[config.mk]
export PLATFORM = sky130hd
export DESIGN_NAME = m_mem_access_unit
export DESIGN_NICKNAME = d
export VERILOG_FILES = /design/src/rtl/mem_pkg.sv /design/src/rtl/mem_lane_ext.sv /design/src/rtl/m_mem_access_unit.sv
export SDC_FILE = /design/constraint.sdc
export NUM_CORES = 1
export LEC_CHECK = 0
export BUFFER_PORTS_ARGS = -buffer_cell sky130_fd_sc_hd__buf_2
export CAP_MARGIN = 20
export CORE_UTILIZATION = 53
export CTS_CLUSTER_DIAMETER = 50
export DETAILED_ROUTE_END_ITERATION = 16
export GPL_TIMING_DRIVEN = 0
export PLACE_DENSITY = 0.83
export SYNTH_ARGS = -nofsm -noshare
export SYNTH_HDL_FRONTEND = slang
export SYNTH_SLANG_ARGS = --single-unit
[constraint.sdc]
create_clock -name clk -period 8 [get_ports clk]
set_clock_uncertainty 0.15 [all_clocks]
set_input_delay 0.4 -clock clk [delete_from_list [all_inputs] [get_ports clk]]
set_output_delay 0.4 -clock clk [all_outputs]
set_load 0.02 [all_outputs]
[src/rtl/mem_pkg.sv]
`default_nettype none
// ============================================================================
// Module      : mem_pkg
// Description : Shared definitions for the M-stage memory access unit.
//               Holds the op and exception encodings, the system address map
//               and the helper functions that decode op size and classify
//               addresses.
// Revision    : 1.0 - initial release
// ============================================================================
package mem_pkg;

  typedef logic [3:0] mem_op_t;
  typedef logic [1:0] mem_exc_t;

  // Bit 3 of the op code marks a store. Codes not listed here are undefined
  // and fault like a bad address.
  localparam mem_op_t MEM_LB  = 4'h0;
  localparam mem_op_t MEM_LBU = 4'h1;
  localparam mem_op_t MEM_LH  = 4'h2;
  localparam mem_op_t MEM_LHU = 4'h3;
  localparam mem_op_t MEM_LW  = 4'h4;
  localparam mem_op_t MEM_LWU = 4'h5;
  localparam mem_op_t MEM_LD  = 4'h6;
  localparam mem_op_t MEM_SB  = 4'h8;
  localparam mem_op_t MEM_SH  = 4'h9;
  localparam mem_op_t MEM_SW  = 4'hA;
  localparam mem_op_t MEM_SD  = 4'hB;

  localparam mem_exc_t EXC_NONE = 2'd0;
  localparam mem_exc_t EXC_ADEL = 2'd1;
  localparam mem_exc_t EXC_ADES = 2'd2;
  localparam mem_exc_t EXC_BUS  = 2'd3;

  // System address map (inclusive bounds).
  localparam logic [31:0] StartAddrDM      = 32'h0000_0000;
  localparam logic [31:0] EndAddrDM        = 32'h0000_2FFF;
  localparam logic [31:0] StartAddrTC0     = 32'h0000_7F00;
  localparam logic [31:0] EndAddrTC0       = 32'h0000_7F0B;
  localparam logic [31:0] StartAddrTC1     = 32'h0000_7F10;
  localparam logic [31:0] EndAddrTC1       = 32'h0000_7F1B;
  localparam logic [31:0] StartAddrUART    = 32'h0000_7F30;
  localparam logic [31:0] EndAddrUART      = 32'h0000_7F3F;
  localparam logic [31:0] StartAddrDigTube = 32'h0000_7F50;
  localparam logic [31:0] EndAddrDigTube   = 32'h0000_7F57;
  localparam logic [31:0] StartAddrSwitch  = 32'h0000_7F60;
  localparam logic [31:0] EndAddrSwitch    = 32'h0000_7F67;
  localparam logic [31:0] StartAddrKey     = 32'h0000_7F68;
  localparam logic [31:0] EndAddrKey       = 32'h0000_7F6B;

  // Offset of the read-only COUNT register inside each timer.
  localparam logic [31:0] TC_COUNT_OFS     = 32'h0000_0008;

  // Access size in bytes; 0 flags an undefined op.
  function automatic logic [3:0] mem_size(input mem_op_t op);
    case (op)
      MEM_LB, MEM_LBU, MEM_SB: return 4'd1;
      MEM_LH, MEM_LHU, MEM_SH: return 4'd2;
      MEM_LW, MEM_LWU, MEM_SW: return 4'd4;
      MEM_LD, MEM_SD:          return 4'd8;
      default:                 return 4'd0;
    endcase
  endfunction

  function automatic logic mem_is_store(input mem_op_t op);
    return op[3];
  endfunction

  function automatic logic mem_is_signed(input mem_op_t op);
    return (op == MEM_LB) || (op == MEM_LH) || (op == MEM_LW);
  endfunction

  function automatic logic in_range(input logic [31:0] a,
                                    input logic [31:0] lo,
                                    input logic [31:0] hi);
    return (a >= lo) && (a <= hi);
  endfunction

  function automatic logic in_map(input logic [31:0] a);
    return in_range(a, StartAddrDM,      EndAddrDM)      ||
           in_range(a, StartAddrTC0,     EndAddrTC0)     ||
           in_range(a, StartAddrTC1,     EndAddrTC1)     ||
           in_range(a, StartAddrUART,    EndAddrUART)    ||
           in_range(a, StartAddrDigTube, EndAddrDigTube) ||
           in_range(a, StartAddrSwitch,  EndAddrSwitch)  ||
           in_range(a, StartAddrKey,     EndAddrKey);
  endfunction

  // Timer and UART registers only decode full-word accesses.
  function automatic logic word_only_region(input logic [31:0] a);
    return in_range(a, StartAddrTC0,  EndAddrTC0)  ||
           in_range(a, StartAddrTC1,  EndAddrTC1)  ||
           in_range(a, StartAddrUART, EndAddrUART);
  endfunction

  function automatic logic is_timer_count(input logic [31:0] a);
    return (a == StartAddrTC0 + TC_COUNT_OFS) ||
           (a == StartAddrTC1 + TC_COUNT_OFS);
  endfunction

endpackage
`default_nettype wire

[src/rtl/mem_lane_ext.sv]
`default_nettype none
// ============================================================================
// Module      : mem_lane_ext
// Description : Combinational byte-lane steering. Shifts store data into the
//               addressed lane and builds the byte enables, and pulls the
//               addressed lane out of read data with sign/zero extension.
// Ports       : op_i     - memory op code
//               lane_i   - byte offset within the bus word
//               wdata_i  - LSB-aligned store data
//               rdata_i  - bus read data
//               byteen_o - byte enables for the store
//               wdata_o  - lane-shifted store data
//               load_o   - extracted and extended load data
// Revision    : 1.0 - initial release
// ============================================================================
module mem_lane_ext
  import mem_pkg::*;
#(
  parameter int DATA_W = 32,
  localparam int NB     = DATA_W / 8,
  localparam int LANE_W = $clog2(NB)
) (
  input  logic [3:0]        op_i,
  input  logic [LANE_W-1:0] lane_i,
  input  logic [DATA_W-1:0] wdata_i,
  input  logic [DATA_W-1:0] rdata_i,
  output logic [NB-1:0]     byteen_o,
  output logic [DATA_W-1:0] wdata_o,
  output logic [DATA_W-1:0] load_o
);

  logic [3:0]        size;
  logic [DATA_W-1:0] mask;
  logic [DATA_W-1:0] shifted;
  logic              sign;

  always_comb begin
    size     = mem_size(op_i);
    mask     = '0;
    byteen_o = '0;
    shifted  = rdata_i >> {lane_i, 3'b000};
    sign     = 1'b0;
    for (int i = 0; i < NB; i++) begin
      if (i < int'(size)) begin
        mask[8*i +: 8] = 8'hFF;
      end
      if ((i >= int'(lane_i)) && (i < int'(lane_i) + int'(size))) begin
        byteen_o[i] = 1'b1;
      end
      // The sign bit is the top bit of the last byte of the access.
      if (i == int'(size) - 1) begin
        sign = mem_is_signed(op_i) & shifted[8*i+7];
      end
    end
    wdata_o = (wdata_i & mask) << {lane_i, 3'b000};
    load_o  = (shifted & mask) | (sign ? ~mask : '0);
  end

endmodule
`default_nettype wire

[src/rtl/m_mem_access_unit.sv]
`default_nettype none
// ============================================================================
// Module      : m_mem_access_unit
// Description : M-stage memory access unit. Accepts one load/store at a time,
//               checks alignment and the address map, runs a req/ack bus
//               transaction with a timeout and returns extended load data
//               with an exception code. Stalls the pipe while on the bus.
// Ports       : clk, reset         - clock, async active-high reset
//               req_*              - op handshake from the M stage
//               flush              - kill the in-flight op
//               resp_*             - one-cycle result pulse
//               stall              - bus transaction outstanding
//               m_data_*           - system bridge data bus
// Revision    : 1.0 - initial release
// ============================================================================
module m_mem_access_unit
  import mem_pkg::*;
#(
  parameter int DATA_W  = 32,
  parameter int ADDR_W  = 32,
  parameter int TIMEOUT = 255
) (
  input  logic                clk,
  input  logic                reset,
  input  logic                req_valid,
  output logic                req_ready,
  input  logic [3:0]          req_op,
  input  logic [ADDR_W-1:0]   req_addr,
  input  logic [DATA_W-1:0]   req_wdata,
  input  logic                flush,
  output logic                resp_valid,
  output logic [DATA_W-1:0]   resp_data,
  output logic [1:0]          resp_exc,
  output logic                stall,
  output logic                m_data_req,
  output logic                m_data_we,
  output logic [ADDR_W-1:0]   m_data_addr,
  output logic [DATA_W/8-1:0] m_data_byteen,
  output logic [DATA_W-1:0]   m_data_wdata,
  input  logic                m_data_ack,
  input  logic [DATA_W-1:0]   m_data_rdata,
  input  logic                m_data_err
);

  localparam int NB     = DATA_W / 8;
  localparam int LANE_W = $clog2(NB);
  localparam int CNT_W  = $clog2(TIMEOUT + 1);

  localparam logic [1:0] S_IDLE = 2'd0;
  localparam logic [1:0] S_BUS  = 2'd1;
  localparam logic [1:0] S_EXC  = 2'd2;
  localparam logic [1:0] S_DONE = 2'd3;

  logic [1:0]        state_q,   state_d;
  logic [CNT_W-1:0]  cnt_q,     cnt_d;
  logic [3:0]        op_q,      op_d;
  logic [ADDR_W-1:0] addr_q,    addr_d;
  logic [DATA_W-1:0] wdata_q,   wdata_d;
  logic [1:0]        exc_q,     exc_d;
  logic [DATA_W-1:0] data_q,    data_d;
  logic              flushed_q, flushed_d;

  // The address map is 32-bit; wider addresses must have zero upper bits.
  logic [31:0] req_addr32;
  logic        addr_hi_ok;

  generate
    if (ADDR_W > 32) begin : g_addr_wide
      assign req_addr32 = req_addr[31:0];
      assign addr_hi_ok = ~|req_addr[ADDR_W-1:32];
    end else if (ADDR_W == 32) begin : g_addr_exact
      assign req_addr32 = req_addr;
      assign addr_hi_ok = 1'b1;
    end else begin : g_addr_narrow
      assign req_addr32 = {{(32-ADDR_W){1'b0}}, req_addr};
      assign addr_hi_ok = 1'b1;
    end
  endgenerate

  // ---------------------------------------------------------------------------
  // Fault check on the incoming request
  // ---------------------------------------------------------------------------
  logic [3:0] req_size;
  logic       req_store;
  logic       req_bad_op;
  logic       req_misal;
  logic       req_bad_region;
  logic       req_fault;

  always_comb begin
    req_size   = mem_size(req_op);
    req_store  = mem_is_store(req_op);
    req_bad_op = (req_size == 4'd0) || ((req_size == 4'd8) && (DATA_W == 32));
    case (req_size)
      4'd2:    req_misal = req_addr32[0];
      4'd4:    req_misal = |req_addr32[1:0];
      4'd8:    req_misal = |req_addr32[2:0];
      default: req_misal = 1'b0;
    endcase
    req_bad_region = !addr_hi_ok || !in_map(req_addr32) ||
                     (word_only_region(req_addr32) && (req_size != 4'd4)) ||
                     (req_store && is_timer_count(req_addr32));
    req_fault = req_bad_op || req_misal || req_bad_region;
  end

  // ---------------------------------------------------------------------------
  // Lane steering for the held op
  // ---------------------------------------------------------------------------
  logic [NB-1:0]     lane_be;
  logic [DATA_W-1:0] lane_wdata;
  logic [DATA_W-1:0] lane_load;

  mem_lane_ext #(
    .DATA_W (DATA_W)
  ) u_lane_ext (
    .op_i     (op_q),
    .lane_i   (addr_q[LANE_W-1:0]),
    .wdata_i  (wdata_q),
    .rdata_i  (m_data_rdata),
    .byteen_o (lane_be),
    .wdata_o  (lane_wdata),
    .load_o   (lane_load)
  );

  // ---------------------------------------------------------------------------
  // Next-state logic
  // ---------------------------------------------------------------------------
  always_comb begin
    state_d   = state_q;
    cnt_d     = cnt_q;
    op_d      = op_q;
    addr_d    = addr_q;
    wdata_d   = wdata_q;
    exc_d     = exc_q;
    data_d    = data_q;
    flushed_d = flushed_q;
    case (state_q)
      S_IDLE: begin
        if (req_valid) begin
          op_d      = req_op;
          addr_d    = req_addr;
          wdata_d   = req_wdata;
          cnt_d     = '0;
          data_d    = '0;
          flushed_d = 1'b0;
          if (req_fault) begin
            exc_d   = req_store ? EXC_ADES : EXC_ADEL;
            state_d = S_EXC;
          end else begin
            exc_d   = EXC_NONE;
            state_d = S_BUS;
          end
        end
      end
      S_BUS: begin
        // A flush cannot abandon the handshake; remember it and drop the
        // response once the bus transaction closes.
        if (flush) begin
          flushed_d = 1'b1;
        end
        cnt_d = cnt_q + CNT_W'(1);
        if (m_data_ack) begin
          exc_d   = m_data_err ? EXC_BUS : EXC_NONE;
          data_d  = (m_data_err || mem_is_store(op_q)) ? '0 : lane_load;
          state_d = (flush || flushed_q) ? S_IDLE : S_DONE;
        end else if (cnt_q == CNT_W'(TIMEOUT - 1)) begin
          exc_d   = EXC_BUS;
          data_d  = '0;
          state_d = (flush || flushed_q) ? S_IDLE : S_DONE;
        end
      end
      default: begin
        // EXC and DONE both present the response for exactly one cycle.
        state_d = S_IDLE;
      end
    endcase
  end

  always_ff @(posedge clk or posedge reset) begin
    if (reset) begin
      state_q   <= S_IDLE;
      cnt_q     <= '0;
      op_q      <= '0;
      addr_q    <= '0;
      wdata_q   <= '0;
      exc_q     <= EXC_NONE;
      data_q    <= '0;
      flushed_q <= 1'b0;
    end else begin
      state_q   <= state_d;
      cnt_q     <= cnt_d;
      op_q      <= op_d;
      addr_q    <= addr_d;
      wdata_q   <= wdata_d;
      exc_q     <= exc_d;
      data_q    <= data_d;
      flushed_q <= flushed_d;
    end
  end

  // ---------------------------------------------------------------------------
  // Outputs; bus outputs are gated by state so reset clears them at once.
  // ---------------------------------------------------------------------------
  logic in_bus;
  logic in_resp;

  assign in_bus        = (state_q == S_BUS);
  assign in_resp       = (state_q == S_EXC) || (state_q == S_DONE);

  assign req_ready     = (state_q == S_IDLE);
  assign stall         = in_bus;
  assign resp_valid    = in_resp && !flush;
  assign resp_data     = resp_valid ? data_q : '0;
  assign resp_exc      = resp_valid ? exc_q : EXC_NONE;

  assign m_data_req    = in_bus;
  assign m_data_we     = in_bus && mem_is_store(op_q);
  assign m_data_addr   = in_bus ? {addr_q[ADDR_W-1:LANE_W], {LANE_W{1'b0}}} : '0;
  assign m_data_byteen = in_bus ? lane_be : '0;
  assign m_data_wdata  = in_bus ? lane_wdata : '0;

endmodule
`default_nettype wire
==> impl_metrics.env, run 1 <==
export IMPL_crit_type="register to primary output"
export IMPL_grt_ovfl_total=0
export IMPL_finalSetupTns_ns=0
export IMPL_areaGrowthSynthToFinish_pct=28.84
export IMPL_gp_congestion=0.9706
export IMPL_synth_avg_cell_area_sq_um=7.930
export IMPL_reg2regPathDepth=7
export IMPL_max_cap_violations=0
export IMPL_fp_dieH_microns=113.2
export IMPL_portBuffers=209
export IMPL_via_count=7025
export IMPL_core_area_sq_um=12010
export IMPL_synthArstFlopShare_pct=100.0
export IMPL_num_rows=40
export IMPL_setup_viol_count_final=0
export IMPL_routedWlPerCell_microns=17.18
export IMPL_synth_distinct_cells=53
export IMPL_critPathRequiredTime_ns=7.45
export IMPL_ys_seq_elements=113
export IMPL_antenna_found_initial=0
export IMPL_r2r_start="state_q[0]$_DFFE_PP0P_"
export IMPL_initial_core_util_pct=54.53
export IMPL_ir_worst_vdd_mv=0.1706
export IMPL_synth_edf_count=0
export IMPL_synth_area_sq_um=6550
export IMPL_crit_start="op_q[0]$_DFFE_PP0P_"
export IMPL_clock_root_buffer="clkbuf_16"
export IMPL_worstPathMaxFanout=10
export IMPL_endpoint_kind="primary output"
export IMPL_ys_warn_count=0
export IMPL_cts_made_buffers=17
export IMPL_track_usage_pct=33.98
export IMPL_holdWs_ns=0.01398
export IMPL_nNetsFinal=1168
export IMPL_worstMarginPinSlew_ns=0.9853
export IMPL_status="finished, final reports clean"
export IMPL_wl_microns=20910
export IMPL_die_area_sq_um=12810
export IMPL_hold_viol=0
export IMPL_r2r_end="wdata_q[3]$_DFFE_PP0P_"
export IMPL_netlist_instances=826
export IMPL_grt_pass1_vias=6694
export IMPL_io_pins=213
export IMPL_die_w_microns=113.2
export IMPL_synth_ff_type="dfrtp_1"
export IMPL_hpwl_microns=15070
export IMPL_place_area_sq_um=7814
export IMPL_yosys_top_cells_count="nand2_1, dfrtp_1, and2_1, o21ai_0, clkbuf_1"
export IMPL_htree_num_levels=4
export IMPL_clock_latency_ns=0.42
export IMPL_cts_tree="done"
export IMPL_leakagePower_uw=0.004498
export IMPL_drv_slew=0
export IMPL_critPathLaunchType="register"
export IMPL_drc=0
export IMPL_clockBufferDepth=2
export IMPL_diodes=0
export IMPL_clk_pin_slew_worst_paths_ns=0.05
export IMPL_worst_ep_arrival_time_ns=3.57
export IMPL_viasPerCell=5.772
export IMPL_slew_headroom_pct=33.48
export IMPL_period_minus_slack_ns=4.121
export IMPL_hp_class="input pin to register"
export IMPL_reg2reg_slack_ns=5.34
export IMPL_drtIter0Drc=820
export IMPL_grt_max_degree=70
export IMPL_grt_setup_unrepaired="false"
export IMPL_power_density_nw_per_um2=207.8
export IMPL_yosysTopAreaCell="dfrtp_1"
export IMPL_drive_gt1_share_pct=24.21
export IMPL_synthTopCellsByArea="dfrtp_1, nand2_1, and2_1"
export IMPL_stdcell_area_sq_um=8439
export IMPL_fin_crit_sh_pct=51.51
export IMPL_grt_pass1_wl_microns=33410
export IMPL_ys_seq_area_share_pct=43.17
export IMPL_cts_sinks=113
export IMPL_synth_most_common_cell="nand2_1"
export IMPL_firstDrtPassIters=6
export IMPL_netlist_area_leader_share_pct=43.17
export IMPL_fmaxAchievable_mhz=242.7
export IMPL_antenna_left=0
export IMPL_post_cts_setup_buffer_count=0
export IMPL_endpoint="m_data_byteen[0]"
layer usage:
layer	wire length [microns]	track usage, %
met5	0	0
met1	8471	44.13
met4	831	17.63
met2	9723	53.66
met3	1882	7.284
final cells by class:
cell class / count / area, sq um
inverters: 8 / 32.53
flip-flops and latches: 113 / 2828
well taps: 147 / 183.9
fillers: 991 / 3572
clock inverters: 3 / 65.06
plain buffers: 58 / 240.2
clock buffers: 29 / 550.5
repair buffers: 211 / 1084
multi-input cells: 648 / 3456
flip-flops by register name (all words and copies together) (netlist names):
register   cells
wdata_q       32
op_q           4
flushed_q      1
cnt_q          8
exc_q          2
state_q        2
addr_q        32
data_q        32
worst max-delay path, stage by stage, from the launching register on:
cell and delay [ns]:
dfrtp_1 0.46, a21oi_1 0.13, nand2b_1 0.08, buf_2 0.23, inv_1 0.09, ha_1 0.21, fa_1 0.43, nand3b_1 0.13
nor3_1 0.05, o21ai_0 0.19, o311ai_0 0.36, a311oi_1 0.53, buf_2 0.25
cell families after synthesis:
family	after synthesis	share of synthesized area (%)
AOI/OAI and AO/OA	159	15.91
adders and majority gates	5	1.070
buffers and inverters	66	4.126
DFF	113	43.17
muxes	27	4.126
other	1	0.05725
and+or+nand+nor	455	31.54
through the flow:
step	instances	total power, uW	utilization [%]	setup slack [ns]
6_report	1217	1753	70.26	3.879
4_1_cts	1217	1748	70.26	3.981
3_3_place_gp	1183	961.1	64.80	3.140
3_5_place_dp	1184	970.9	65.05	4.494
2_1_floorplan	827	857.6	-	4.463
5_1_grt	1217	1823	70.26	3.670
cells in the final DEF, fill, tap and decap left out, drive strengths merged, types with 10 or more instances in the layout:
master  instances
and3           13
a22o           10
nor3           14
mux2i          27
nor2           37
buf           226
and2           70
nor2b          12
o21ai          53
nand2         273
a21oi          30
dfrtp         113
a211oi         10
clkbuf         71
report_power, final:
| part | switching, uW | internal (uW) | total [uW] |
|---|---|---|---|
| Clock | 254 | 524 | 778 |
| Sequential | 34.4 | 619 | 654 |
| Combinational | 212 | 110 | 322 |
| Total | 500 | 1250 | 1750 |
worst min path at each step:
stage	to	depth (start not counted)	start	slack (ns)
floorplan	addr_q[10]$_DFFE_PP0P_	2	addr_q[10]$_DFFE_PP0P_	0.29
global placement	addr_q[19]$_DFFE_PP0P_	2	addr_q[19]$_DFFE_PP0P_	0.30
detailed placement	addr_q[16]$_DFFE_PP0P_	2	addr_q[16]$_DFFE_PP0P_	0.30
CTS	wdata_q[7]$_DFFE_PP0P_	3	req_wdata[7]	0.01
global route	wdata_q[29]$_DFFE_PP0P_	3	req_wdata[29]	0.02
finish	wdata_q[7]$_DFFE_PP0P_	3	req_wdata[7]	0.01
what timing repair did:
action	in CTS	in global routing
hold buffers	1	0
resized for setup	0	0
hold endpoints to repair	44	0
Note: power is estimated with default switching activity, not from simulation.
==> run 2: changes to the inputs <==
ABC_AREA = 1   (was default)
CORE_UTILIZATION = 52   (was 53)
PLACE_DENSITY = 0.81   (was 0.83)
clock period = 3.9 ns   (was 8 ns; I/O delays follow)
==> run 2 against run 1 <==
  * Global-route usage grew 1.3 points
  * Critical path depth stayed put
  * Core utilization rose by 4.3 points
  * Register-to-register slack worse by 3.9 ns
  * Critical path type unchanged
  * Largest power group is now combinational logic
==> impl_metrics.env, run 2 <==
export IMPL_final_common_cell="nand2_1"
export IMPL_fp_dieH_microns=117.3
export IMPL_nNetsFinal=1396
export IMPL_hp_class="input pin to register"
export IMPL_ys_seq_elements=113
export IMPL_endpoint_kind="primary output"
export IMPL_seqPwrFrac_pct=26.2
export IMPL_status="finished, final reports clean"
export IMPL_grt_setup_unrepaired="false"
export IMPL_synthXorXnorAreaFrac_pct=0.1266
export IMPL_power_total_uw=7190
export IMPL_crit_type="register to primary output"
export IMPL_post_cts_setup_buffer_count=0
export IMPL_ys_warn_count=0
export IMPL_yosys_top_cells_count="nand2_1, nor2_1, inv_1, dfrtp_1, o21ai_0"
export IMPL_synthArstFlopShare_pct=100.0
export IMPL_grt_ovfl_total=0
export IMPL_viasPerCell=5.488
export IMPL_power_internal_uw=3838
export IMPL_yosys_area_share_adder_pct=1.013
export IMPL_synth_top_family_by_area="simple AND/OR/NAND/NOR gates"
export IMPL_synthTopCellsByArea="dfrtp_1, nand2_1, nor2_1"
export IMPL_reg2regPathDepth=7
export IMPL_drive_gt1_share_pct=22.96
export IMPL_period_minus_slack_ns=3.351
export IMPL_antenna_found_initial=0
export IMPL_power_density_nw_per_um2=755.4
export IMPL_worstPathMaxFanout=6
export IMPL_worstMarginPinSlew_ns=0.6319
export IMPL_drtIter0Drc=1116
export IMPL_drv_slew=0
export IMPL_hold_viol=0
export IMPL_gp_congestion=1.012
export IMPL_drc=0
export IMPL_synth_most_common_cell="nand2_1"
export IMPL_critPathLaunchType="register"
export IMPL_reg2reg_slack_ns=1.48
export IMPL_sw_frac_of_total_pct=46.62
export IMPL_pwr_share_comb_pct=51.0
export IMPL_via_count=8068
export IMPL_synth_compound_area_share_pct=16.19
export IMPL_fmaxAchievable_mhz=298.5
export IMPL_antenna_left=0
export IMPL_hpwl_microns=16220
export IMPL_htree_num_levels=4
export IMPL_clock_root_buffer="clkbuf_16"
export IMPL_critPathRequiredTime_ns=3.56
export IMPL_leakagePower_uw=0.004871
export IMPL_io_pins=213
export IMPL_cts_tree="done"
export IMPL_setup_viol_count_final=0
export IMPL_netlist_instances=986
export IMPL_synth_ff_type="dfrtp_1"
export IMPL_worst_ep_arrival_time_ns=3.01
export IMPL_yosys_area_share_simple_pct=29.49
export IMPL_slew_headroom_pct=57.87
export IMPL_clock_latency_ns=0.42
export IMPL_wl_microns=23660
export IMPL_grt_pass1_wl_microns=38380
export IMPL_synth_avg_cell_area_sq_um=7.015
export IMPL_clockBufferDepth=2
export IMPL_top_regs="addr_q (32), data_q (32), wdata_q (32)"
export IMPL_cts_made_buffers=17
export IMPL_clk_pin_slew_worst_paths_ns=0.05
export IMPL_fin_crit_sh_pct=85.91
export IMPL_die_w_microns=117.3
export IMPL_portBuffers=210
export IMPL_synth_distinct_cells=48
export IMPL_core_area_sq_um=12770
export IMPL_diodes=0
export IMPL_max_cap_violations=0
export IMPL_netlist_area_leader_share_pct=40.88
export IMPL_grt_pass1_vias=7757
export IMPL_num_rows=41
export IMPL_cts_sinks=113
export IMPL_final_cell_mix="nand2_1, buf_2, nor2_1"
export IMPL_grt_max_degree=66
export IMPL_synth_area_sq_um=6917
export IMPL_yosysTopAreaCell="dfrtp_1"
export IMPL_synth_mux_area_share_pct=1.447
export IMPL_holdWs_ns=0.01038
export IMPL_clkPwrFrac_pct=22.9
export IMPL_n_fill_cell=971
export IMPL_whs_path_depth=3
export IMPL_synth_edf_count=0
export IMPL_p_switching_uw=3352
export IMPL_areaGrowthSynthToFinish_pct=37.61
export IMPL_ys_seq_area_share_pct=40.88
export IMPL_ir_worst_vdd_mv=0.3541
export IMPL_utilization_pct=74.51
export IMPL_die_area_sq_um=13770
export IMPL_initial_core_util_pct=54.15
export IMPL_routedWlPerCell_microns=16.09
export IMPL_track_usage_pct=35.27
export IMPL_firstDrtPassIters=8
==> run 2: changes by cell type in the layout (fill, tap and decap cells not counted), sizes merged, moves of 17 or more <==
cell	delta
inv	+120
dlygate4sd3	+67
and2	-70
o22ai	+19
nor2	+106
o21ai	+47
mux2i	-17
clkbuf	-19
nand3	+34
==> run 2: per-layer routing <==
| metal | track usage [%] | wire, microns | vias to the layer above |
|---|---|---|---|
| met1 | 43.64 | 9415 | 3663 |
| met3 | 8.658 | 2077 | 127 |
| li1 | - | - | 3766 |
| met5 | 0 | 0 | - |
| met2 | 56.84 | 10970 | 512 |
| met4 | 18.75 | 1192 | 0 |
==> run 2: worst paths after layout <==
kind / endpoint / start
worst max-delay path: m_data_byteen[2] / op_q[1]$_DFFE_PP0P_
worst min-delay path: op_q[1]$_DFFE_PP0P_ / req_op[1]
worst max register to register: wdata_q[16]$_DFFE_PP0P_ / state_q[1]$_DFFE_PP0P_
worst min register to register: wdata_q[24]$_DFFE_PP0P_ / wdata_q[24]$_DFFE_PP0P_
max in group asynchronous: wdata_q[13]$_DFFE_PP0P_ / reset
min in group asynchronous: state_q[1]$_DFFE_PP0P_ / reset
==> run 2: cells by family after synthesis <==
logic type      Yosys count
simple gates            480
compound gates          193
buf+inv                 183
flops                   113
mux                      10
fa+ha+maj                 5
other cells               1
xor+xnor                  1
==> run 2: worst max-delay path, cell delays in order (launching register included) <==
cell and delay [ns]:
dfrtp_1 0.44, inv_1 0.09, nand2_1 0.09, inv_1 0.04, nand2_1 0.13, inv_1 0.17
ha_1 0.26, fa_1 0.37, or2_2 0.30, nand3_1 0.10, inv_1 0.09, a21oi_1 0.28
buf_2 0.23
==> run 2: timing repair <==
| action | 4_1_cts | 5_1_grt |
|---|---|---|
| endpoints found under the hold margin | 115 | 0 |
| resized for setup | 0 | 0 |
| hold buffers | 68 | 0 |
==> run 2: layout make-up <==
type	count	area (sq um)	area share (%)
clock buffers	21	460.4	4.838
clock inverters	11	160.2	1.683
flip-flops and latches	113	2828	29.71
repair buffers	279	1759	18.48
inverters	132	505.5	5.311
plain buffers	51	244.0	2.563
multi-input cells	691	3346	35.15
well taps	172	215.2	2.261
==> run 2: per-stage QoR <==
stage	cells	setup WS, ns	setup TNS [ns]	area (sq um)
finish	1470	0.5494	0	9518
CTS	1470	0.6163	0	9518
floorplan	987	0.5676	0	6920
global route	1470	0.3545	0	9518
detailed placement	1370	1.078	0	8217
global placement	1369	-0.6807	-75.75	8187
==> run 2: power groups by stage <==
stage	clock network, uW	registers (uW)	logic [uW]
2_1_floorplan	0	1800	2550
3_3_place_gp	0	1860	3420
3_5_place_dp	0	1870	3480
4_1_cts	1650	1860	3560
5_1_grt	1700	1920	4010
6_report	1640	1880	3660
